===== src/rtl/rob_pkg.sv =====
// Shared reorder-buffer sizing and tag type for the ROB control slice.
package rob_pkg;
  localparam int ROB_ADDR  = 4;
  localparam int ROB_DEPTH = 1 << ROB_ADDR;

  typedef logic [ROB_ADDR-1:0] rob_tag_t;
endpackage


===== src/rtl/rob_ptr.sv =====
// Wrapping ROB pointer: advances by 0/1/2 per cycle, wraps modulo 2**ADDR, synchronous clear.
module rob_ptr #(
  parameter int ADDR = 4
) (
  input  logic            clk,
  input  logic            reset,
  input  logic            i_clr,
  input  logic [1:0]      i_inc,
  output logic [ADDR-1:0] o_ptr
);
  logic [ADDR-1:0] r_ptr;

  always_ff @(posedge clk or negedge reset) begin
    if (!reset) begin
      r_ptr <= '0;
    end else if (i_clr) begin
      r_ptr <= '0;
    end else begin
      r_ptr <= r_ptr + ADDR'(i_inc);
    end
  end

  assign o_ptr = r_ptr;
endmodule


===== src/rtl/rob_ctrl.sv =====
// Reorder-buffer control: two-wide in-order dispatch and commit with out-of-order completion.
// Payload storage is external; this block only tracks pointers, occupancy and per-entry state.
module rob_ctrl
  import rob_pkg::*;
#(
  parameter int ADDR  = ROB_ADDR,
  parameter int DEPTH = 1 << ADDR
) (
  input  logic            clk,
  input  logic            reset,
  input  logic            flush,
  input  logic            disp_valid_0,
  input  logic            disp_valid_1,
  output logic            disp_ready,
  output logic [ADDR-1:0] disp_tag_0,
  output logic [ADDR-1:0] disp_tag_1,
  output logic            wr_en_0,
  output logic            wr_en_1,
  output logic [ADDR-1:0] addr_in_0,
  output logic [ADDR-1:0] addr_in_1,
  input  logic            cmpl_valid,
  input  logic [ADDR-1:0] cmpl_tag,
  input  logic            commit_ready,
  output logic            commit_valid_0,
  output logic            commit_valid_1,
  output logic [ADDR-1:0] addr_out_0,
  output logic [ADDR-1:0] addr_out_1,
  output logic            o_en_0,
  output logic            o_en_1,
  output logic [ADDR:0]   count,
  output logic            full,
  output logic            empty
);
  localparam logic [ADDR:0] DEPTH_W = (ADDR+1)'(DEPTH);

  logic [ADDR-1:0]  w_head, w_tail, w_head1, w_tail1;
  logic [ADDR:0]    r_count, w_free;
  logic [DEPTH-1:0] r_alloc, r_done, w_alloc_nx, w_done_nx;
  logic             w_ready, w_acc0, w_acc1, w_cv0, w_cv1, w_ret0, w_ret1, w_empty;
  logic [1:0]       w_n_disp, w_n_cmt;

  assign w_head1 = w_head + ADDR'(1);
  assign w_tail1 = w_tail + ADDR'(1);
  assign w_empty = (r_count == '0);
  assign w_free  = DEPTH_W - r_count;
  assign w_ready = (w_free >= (ADDR+1)'(2));

  // Slot 1 can only ride along with slot 0, which keeps allocation in order.
  assign w_acc0   = disp_valid_0 && w_ready && !flush;
  assign w_acc1   = w_acc0 && disp_valid_1;
  assign w_n_disp = {w_acc1, w_acc0 ^ w_acc1};

  assign w_cv0   = !w_empty && r_done[w_head];
  assign w_cv1   = w_cv0 && (r_count >= (ADDR+1)'(2)) && r_done[w_head1];
  assign w_ret0  = commit_ready && w_cv0;
  assign w_ret1  = commit_ready && w_cv1;
  assign w_n_cmt = {w_ret1, w_ret0 ^ w_ret1};

  rob_ptr #(.ADDR(ADDR)) u_head (
    .clk   (clk),
    .reset (reset),
    .i_clr (flush),
    .i_inc (w_n_cmt),
    .o_ptr (w_head)
  );

  rob_ptr #(.ADDR(ADDR)) u_tail (
    .clk   (clk),
    .reset (reset),
    .i_clr (flush),
    .i_inc (w_n_disp),
    .o_ptr (w_tail)
  );

  // Commit clears after completion so a same-cycle complete+retire leaves the entry clean.
  always_comb begin
    w_alloc_nx = r_alloc;
    w_done_nx  = r_done;
    if (cmpl_valid && r_alloc[cmpl_tag]) w_done_nx[cmpl_tag] = 1'b1;
    if (w_ret0) begin
      w_alloc_nx[w_head] = 1'b0;
      w_done_nx[w_head]  = 1'b0;
    end
    if (w_ret1) begin
      w_alloc_nx[w_head1] = 1'b0;
      w_done_nx[w_head1]  = 1'b0;
    end
    if (w_acc0) begin
      w_alloc_nx[w_tail] = 1'b1;
      w_done_nx[w_tail]  = 1'b0;
    end
    if (w_acc1) begin
      w_alloc_nx[w_tail1] = 1'b1;
      w_done_nx[w_tail1]  = 1'b0;
    end
  end

  always_ff @(posedge clk or negedge reset) begin
    if (!reset) begin
      r_count <= '0;
      r_alloc <= '0;
      r_done  <= '0;
    end else if (flush) begin
      r_count <= '0;
      r_alloc <= '0;
      r_done  <= '0;
    end else begin
      r_count <= r_count + (ADDR+1)'(w_n_disp) - (ADDR+1)'(w_n_cmt);
      r_alloc <= w_alloc_nx;
      r_done  <= w_done_nx;
    end
  end

  assign disp_ready     = w_ready;
  assign disp_tag_0     = w_tail;
  assign disp_tag_1     = w_tail1;
  assign wr_en_0        = w_acc0;
  assign wr_en_1        = w_acc1;
  assign addr_in_0      = w_tail;
  assign addr_in_1      = w_tail1;
  assign commit_valid_0 = w_cv0;
  assign commit_valid_1 = w_cv1;
  assign o_en_0         = w_cv0;
  assign o_en_1         = w_cv1;
  assign addr_out_0     = w_head;
  assign addr_out_1     = w_head1;
  assign count          = r_count;
  assign full           = (r_count == DEPTH_W);
  assign empty          = w_empty;
endmodule


===== config.mk =====
export PLATFORM = sky130hd
export DESIGN_NAME = rob_ctrl
export DESIGN_NICKNAME = d
export VERILOG_FILES = /design/src/rtl/rob_pkg.sv /design/src/rtl/rob_ptr.sv /design/src/rtl/rob_ctrl.sv
export SDC_FILE = /design/constraint.sdc
export NUM_CORES = 1
export LEC_CHECK = 0
export ABC_AREA = 1
export CAP_MARGIN = 40
export CELL_PAD_IN_SITES_DETAIL_PLACEMENT = 1
export CELL_PAD_IN_SITES_GLOBAL_PLACEMENT = 1
export CORE_ASPECT_RATIO = 1.75
export CORE_MARGIN = 2
export CORE_UTILIZATION = 40
export CTS_CLUSTER_DIAMETER = 100
export DETAILED_ROUTE_END_ITERATION = 8
export PLACE_DENSITY = 0.78
export SYNTH_ARGS = -nofsm -noshare
export SYNTH_HDL_FRONTEND = slang
export SYNTH_SLANG_ARGS = --single-unit
export TNS_END_PERCENT = 1

===== constraint.sdc =====
create_clock -name clk -period 4.6 [get_ports clk]
set_clock_uncertainty 0.2 [all_clocks]
set_input_delay 0.92 -clock clk [delete_from_list [all_inputs] [get_ports clk]]
set_output_delay 0.92 -clock clk [all_outputs]
set_load 0.05 [all_outputs]

==> results.sh, run 1 <==
export IMPL_ys_seq_elements=45
export IMPL_finalCritPeriodShare=0.874
export IMPL_grt_ovfl_total=0
export IMPL_clock_tree_buffer_depth=2
export IMPL_cts_hold_buffers_added=0
export IMPL_root_buffer="clkbuf_16"
export IMPL_max_cap_violations=0
export IMPL_first_global_vias=4576
export IMPL_setup_viol=0
export IMPL_cts_resized=0
export IMPL_rsz0062_at_grt="no"
export IMPL_cts_max_level=2
export IMPL_drive_above_1_share=0.0661
export IMPL_dieArea_um2=11100
export IMPL_clk_pin_slew_worst_paths_ps=70
export IMPL_grt_pass1_wl_mm=23.9
export IMPL_synth_nets=686
export IMPL_io_buffers=48
export IMPL_syn_avg_cell_area_um2=6.33
export IMPL_slew_headroom=0.572
export IMPL_numClockSinks=45
export IMPL_finalMaxSlewViolations=0
export IMPL_cts_setup_buffers=0
export IMPL_fp_dieH_um=138
export IMPL_initialDrtViolationCount=187
export IMPL_dr_pass1_iters=4
export IMPL_crit_top_cell="inv_1"
export IMPL_end_kind="register"
export IMPL_synth_distinct_cells=32
export IMPL_start_util=0.413
export IMPL_antenna_left=0
export IMPL_antenna_found_initial=0
export IMPL_hpwl_mm=12.0
export IMPL_synth_edff_count=0
export IMPL_crit_path_max_fanout=11
export IMPL_drc=0
export IMPL_ys_warn_count=0
export IMPL_via_per_inst=5.34
export IMPL_routed_wl_mm=14.9
export IMPL_core_area_um2=9910
export IMPL_synth_top_flop_cell="dfrtp_1"
export IMPL_die_w_um=80.5
export IMPL_pin_count=49
export IMPL_required_ps=4580
export IMPL_p_total_uw=1480
export IMPL_ir_drop_v=0.000327
export IMPL_slowest_delay_ps=580
export IMPL_hold_violations=0
export IMPL_insertion_delay_ps=300
export IMPL_arrival_ps=4000
export IMPL_tightest_slew_ps=639
export IMPL_yosysSeqAreaShare=0.275
export IMPL_syn_inst=647
export IMPL_crit_path_start="u_head.o_ptr[1]"
export IMPL_critPathLaunchType="register"
export IMPL_synth_async_reset_ratio=1.00
export IMPL_status="completed"
export IMPL_hp_class="register to register"
export IMPL_cts_buffers_inserted=5
export IMPL_final_nets=719
export IMPL_syn_area_um2=4090
export IMPL_hold_ws_ps=414
export IMPL_cts_tree="done"
export IMPL_area_growth_pct=16.0
export IMPL_cellLeakagePower_uw=0.00236
export IMPL_wl_per_cell_um=18.5
export IMPL_grt_max_degree=46
export IMPL_gp_congestion=0.992
export IMPL_num_rows=48
export IMPL_finalSetupTns_ps=0
export IMPL_min_period_ps=4020
export IMPL_crit_chain="inv_1 > ha_1 > inv_1 > a21oi_1 > o21ai_0 > nand2_1 > nand2_1 > nand2_1 > nor2_1 > nor2_1 > ha_1 > inv_1 > ha_1 > inv_1 > fa_1 > inv_1 > nand2_1 > a21oi_1 > nor2_1 > o21ai_0 > a21oi_1"
export IMPL_fmax_ghz=0.249
export IMPL_grt_usage=0.289
export IMPL_critPathSlowestCell="dfrtp_1"
export IMPL_r2r_start="u_head.o_ptr[1]"
export IMPL_hp_start="r_alloc[10]"
export IMPL_num_vias=4306
export IMPL_path_class="register to register"
export IMPL_p_per_area_nw_per_um2=312
export IMPL_post_place_ws_ps=618
export IMPL_num_antenna_cells=0
export IMPL_finalWorstSetupSlack_ps=579
placed cells by master (no fill, tap or decap):
cell	n
nand2_1	167
inv_1	120
nor2_1	87
nand3_1	57
dfrtp_1	45
clkdlybuf4s50_1	43
nand4_1	29
o21ai_0	24
ha_1	24
a21oi_1	21
nand2_2	11
buf_4	9
inv_2	5
xor2_1	5
clkbuf_16	5
fa_1	4
nor2_4	3
nor3_1	2
nor2_2	2
a22oi_1	2
o211a_1	2
clkinvlp_4	2
nand2_4	1
nand3_4	1
o211ai_2	1
nand3_2	1
nor3b_1	1
a21oi_2	1
nor3_2	1
o21a_1	1
a31oi_1	1
clkbuf_1	1
buf_2	1
buf_16	1
kinds of logic (layout without fill, tap and decap cells):
family	count (synthesis)	in the layout	share of synthesized area
buf+inv	153	187	0.160
compound gates	53	53	0.0722
simple gates	363	363	0.389
flops	45	45	0.275
xor+xnor	5	5	0.0107
fa+ha+maj	28	28	0.0929
registers in the layout (all words and copies together) (netlist names):
signal and count:
count 5, r_alloc 16, r_done 16, u_head.o_ptr 4, u_tail.o_ptr 4
Yosys cell counts, types with 2 or more instances:
cell / count / area (um^2)
nand2_1: 167 / 627
inv_1: 120 / 450
nor2_1: 88 / 330
nand3_1: 57 / 285
dfrtp_1: 45 / 1130
nand4_1: 29 / 181
ha_1: 24 / 300
o21ai_0: 24 / 120
a21oi_1: 21 / 105
buf_4: 11 / 82.6
nand2_2: 11 / 68.8
clkbuf_1: 10 / 37.5
inv_2: 5 / 18.8
xor2_1: 5 / 43.8
fa_1: 4 / 80.1
buf_2: 3 / 15.0
buf_6: 3 / 33.8
a22oi_1: 2 / 15.0
nor2_2: 2 / 12.5
nor2_4: 2 / 22.5
nor3_1: 2 / 10.0
o211a_1: 2 / 20.0
metal layers:
metal  vias up  share of wire  GRT usage
li1       2060              -          -
met1      2081           0.37      0.306
met2       115           0.54      0.536
met3        50          0.030     0.0269
met4         0          0.065      0.182
met5         -              0          0
where the power goes:
| part | switching [uW] | internal, uW |
|---|---|---|
| Sequential | 24.6 | 418 |
| Combinational | 461 | 200 |
| Clock | 175 | 202 |
| Total | 661 | 820 |
worst max-delay path, delay by kind of cell, from the launching register on:
kind / cells / cell delay [ps]
adders and majority gates: 4 / 1310
and+or+nand+nor: 7 / 620
buffers and inverters: 5 / 560
DFF: 1 / 580
AOI/OAI and AO/OA: 5 / 620
stage by stage:
stage | cell area, um^2 | utilization | instances
final | 4750 | 0.479 | 806
after global routing | 4750 | 0.479 | 806
after CTS | 4750 | 0.479 | 806
after detailed placement | 4600 | 0.465 | 798
after global placement | 4580 | 0.462 | 797
after floorplan | 4100 | - | 647
layout make-up:
class                   count  area (um^2)
fillers                  1364         5160
multi-input cells         449         2320
flip-flops and latches     45         1130
repair buffers             54          531
inverters                 125          469
well taps                 125          156
clock buffers               6          129
clock inverters             2         15.0
final timing paths:
kind	slack, ps	cells after the start	to
max reg2reg	580	21	count[4]
max	580	21	count[4]
max in group asynchronous	3240	2	r_alloc[3]
min in group asynchronous	500	2	r_done[15]
min	410	4	r_alloc[10]
min reg2reg	410	4	r_alloc[10]
Note: power is estimated with default switching activity, not from simulation.
==> run 2, diff against run 1 <==
Settings changed: CORE_ASPECT_RATIO 1.75 to not set, CTS_CLUSTER_SIZE set to 10.
==> run 2 against run 1 <==
  * Worst hold slack better by 3.0 ps
  * Total power shrank 4.4%
  * Clock power shrank 16%
  * Utilization about the same
  * Via count down 0.79%
  * Setup slack got worse by 380 ps
  * Sequential power barely moved
  * Combinational power is essentially flat
  * Highest routed layer unchanged
  * Non-clock buffer count rose by 1
  * Critical path depth shrank 12
  * Global-route usage down 2.3 points
==> results.sh, run 2 (synthesized netlist as in run 1, its figures left out) <==
export IMPL_fmax_ghz=0.227
export IMPL_hold_violations=0
export IMPL_gp_congestion=0.961
export IMPL_tightest_slew_ps=659
export IMPL_reg2reg_depth=21
export IMPL_critPathSlowestCell="clkdlybuf4s50_1"
export IMPL_rsz0062_at_grt="no"
export IMPL_grt_use_met2=0.451
export IMPL_root_buffer="clkbuf_8"
export IMPL_r2r_start="u_head.o_ptr[0]"
export IMPL_min_period_ps=4400
export IMPL_numClockSinks=45
export IMPL_io_buffers=48
export IMPL_finalCritPeriodShare=0.956
export IMPL_pin_count=49
export IMPL_crit_chain="inv_2 > ha_1 > inv_1 > nand3_1 > nand2_1 > o211ai_2 > nand3_2 > nor2_1 > clkdlybuf4s50_1"
export IMPL_required_ps=3480
export IMPL_initialDrtViolationCount=206
export IMPL_fill_cells=1338
export IMPL_core_area_um2=9860
export IMPL_hpwl_mm=11.3
export IMPL_hp_class="register to register"
export IMPL_first_global_vias=4441
export IMPL_antenna_left=0
export IMPL_cellLeakagePower_uw=0.00235
export IMPL_grt_max_degree=46
export IMPL_dr_pass1_iters=5
export IMPL_grtUsageMet3=0.0343
export IMPL_cts_max_level=2
export IMPL_multi_input_area_um2=2320
export IMPL_slew_headroom=0.559
export IMPL_r2r_end="count[4]"
export IMPL_cts_buffers_inserted=5
export IMPL_num_antenna_cells=0
export IMPL_crit_path_max_fanout=17
export IMPL_clk_pin_slew_worst_paths_ps=100
export IMPL_grt_use_met1=0.338
export IMPL_global_route_peak_usage_layer="met2"
export IMPL_place_area_um2=4620
export IMPL_grt_pass1_wl_mm=22.9
export IMPL_grt_ovfl_total=0
export IMPL_crit_buf_inv=3
export IMPL_cts_hold_buffers_added=0
export IMPL_fin_area_um2=4730
export IMPL_hp_start="r_alloc[6]"
export IMPL_drc=0
export IMPL_whs_path_depth=4
export IMPL_die_w_um=105
export IMPL_antenna_found_initial=0
export IMPL_via_per_inst=5.25
export IMPL_cts_setup_buffers=0
export IMPL_cts_tree="done"
export IMPL_max_cap_violations=0
export IMPL_r2r_setup_slack_ps=610
export IMPL_clock_tree_buffer_depth=2
export IMPL_final_nets=720
export IMPL_dieArea_um2=11100
export IMPL_area_growth_pct=15.5
export IMPL_slowest_delay_ps=840
export IMPL_num_vias=4272
export IMPL_fp_dieH_um=105
export IMPL_num_rows=36
export IMPL_wl_per_cell_um=17.4
export IMPL_final_common_cell="nand2_1"
export IMPL_routed_wl_mm=14.2
export IMPL_critPathLaunchType="register"
export IMPL_hold_end="r_alloc[6]"
export IMPL_grt_usage=0.266
export IMPL_start_util=0.415
export IMPL_cts_resized=0
export IMPL_setup_viol=0
export IMPL_ir_drop_v=0.000274
export IMPL_seq_area_um2=1130
export IMPL_cp_top_family="buffers and inverters"
export IMPL_finalSetupTns_ps=0
export IMPL_path_class="register to output pin"
export IMPL_final_cell_mix="nand2_1 (167), inv_1 (120), nor2_1 (87)"
export IMPL_end_kind="output pin"
export IMPL_insertion_delay_ps=320
export IMPL_status="completed"
export IMPL_arrival_ps=3280
export IMPL_finalMaxSlewViolations=0
export IMPL_p_per_area_nw_per_um2=300
export IMPL_drive_above_1_share=0.0661
run 2: cell count changes in the layout (fill, tap and decap cells not counted), sizes merged:
cell,before,now
bufinv,0,1
clkbuf,6,5
clkdlybuf4s50,43,44
clkinv,0,1
clkinvlp,2,0
run 2: power by group:
group | leakage, uW | switching, uW | internal (uW) | total [uW]
combinational | 0.00168 | 453 | 207 | 660
clock | 0.0000540 | 156 | 158 | 315
sequential | 0.000623 | 24.2 | 417 | 442
run 2: cell type report:
cell class	count	area share
Timing Repair Buffer	55	0.114
Inverter	125	0.0993
Tap cell	133	0.0352
Multi-Input combinational cell	449	0.491
Clock inverter	2	0.00741
Clock buffer	5	0.0146
Sequential cell	45	0.238
run 2: metal layers:
metal	vias up	share of wire
met5	-	0
li1	2064	-
met1	2041	0.43
met2	133	0.47
met4	0	0.038
met3	34	0.053
run 2: per-stage QoR:
step / total power [uW] / setup slack, ps / instances / utilization / hold slack [ps]
after CTS: 1420 / 239 / 814 / 0.479 / 419
after global placement: 1080 / 734 / 806 / 0.466 / 394
after global routing: 1500 / 27.7 / 814 / 0.479 / 450
after floorplan: 904 / 101 / 647 / - / 343
after detailed placement: 1110 / 607 / 807 / 0.469 / 405
final: 1420 / 204 / 814 / 0.479 / 417
run 2: worst max path at each step:
stage                    start        to  slack [ps]  depth (start not counted)
6_report       u_head.o_ptr[0]    o_en_1         200                          9
3_5_place_dp   u_head.o_ptr[0]    o_en_1         610                          9
5_1_grt        u_head.o_ptr[0]    o_en_1          30                          9
3_3_place_gp   u_head.o_ptr[0]    o_en_1         730                         10
2_1_floorplan         count[2]  count[4]         100                         18
4_1_cts        u_head.o_ptr[0]    o_en_1         240                          9
run 2: worst reg2reg max path, delay by kind of cell (launching register included):
kind | cells | cell delay, ps
flops | 1 | 630
buf+inv | 5 | 570
simple gates | 7 | 700
fa+ha+maj | 4 | 1290
compound gates | 5 | 480
==> run 3, diff against run 2 <==
Settings changed: SLEW_MARGIN set to 20.
==> results of run 3 <==
Final layout, timing and power as in run 2 (identical DEF).
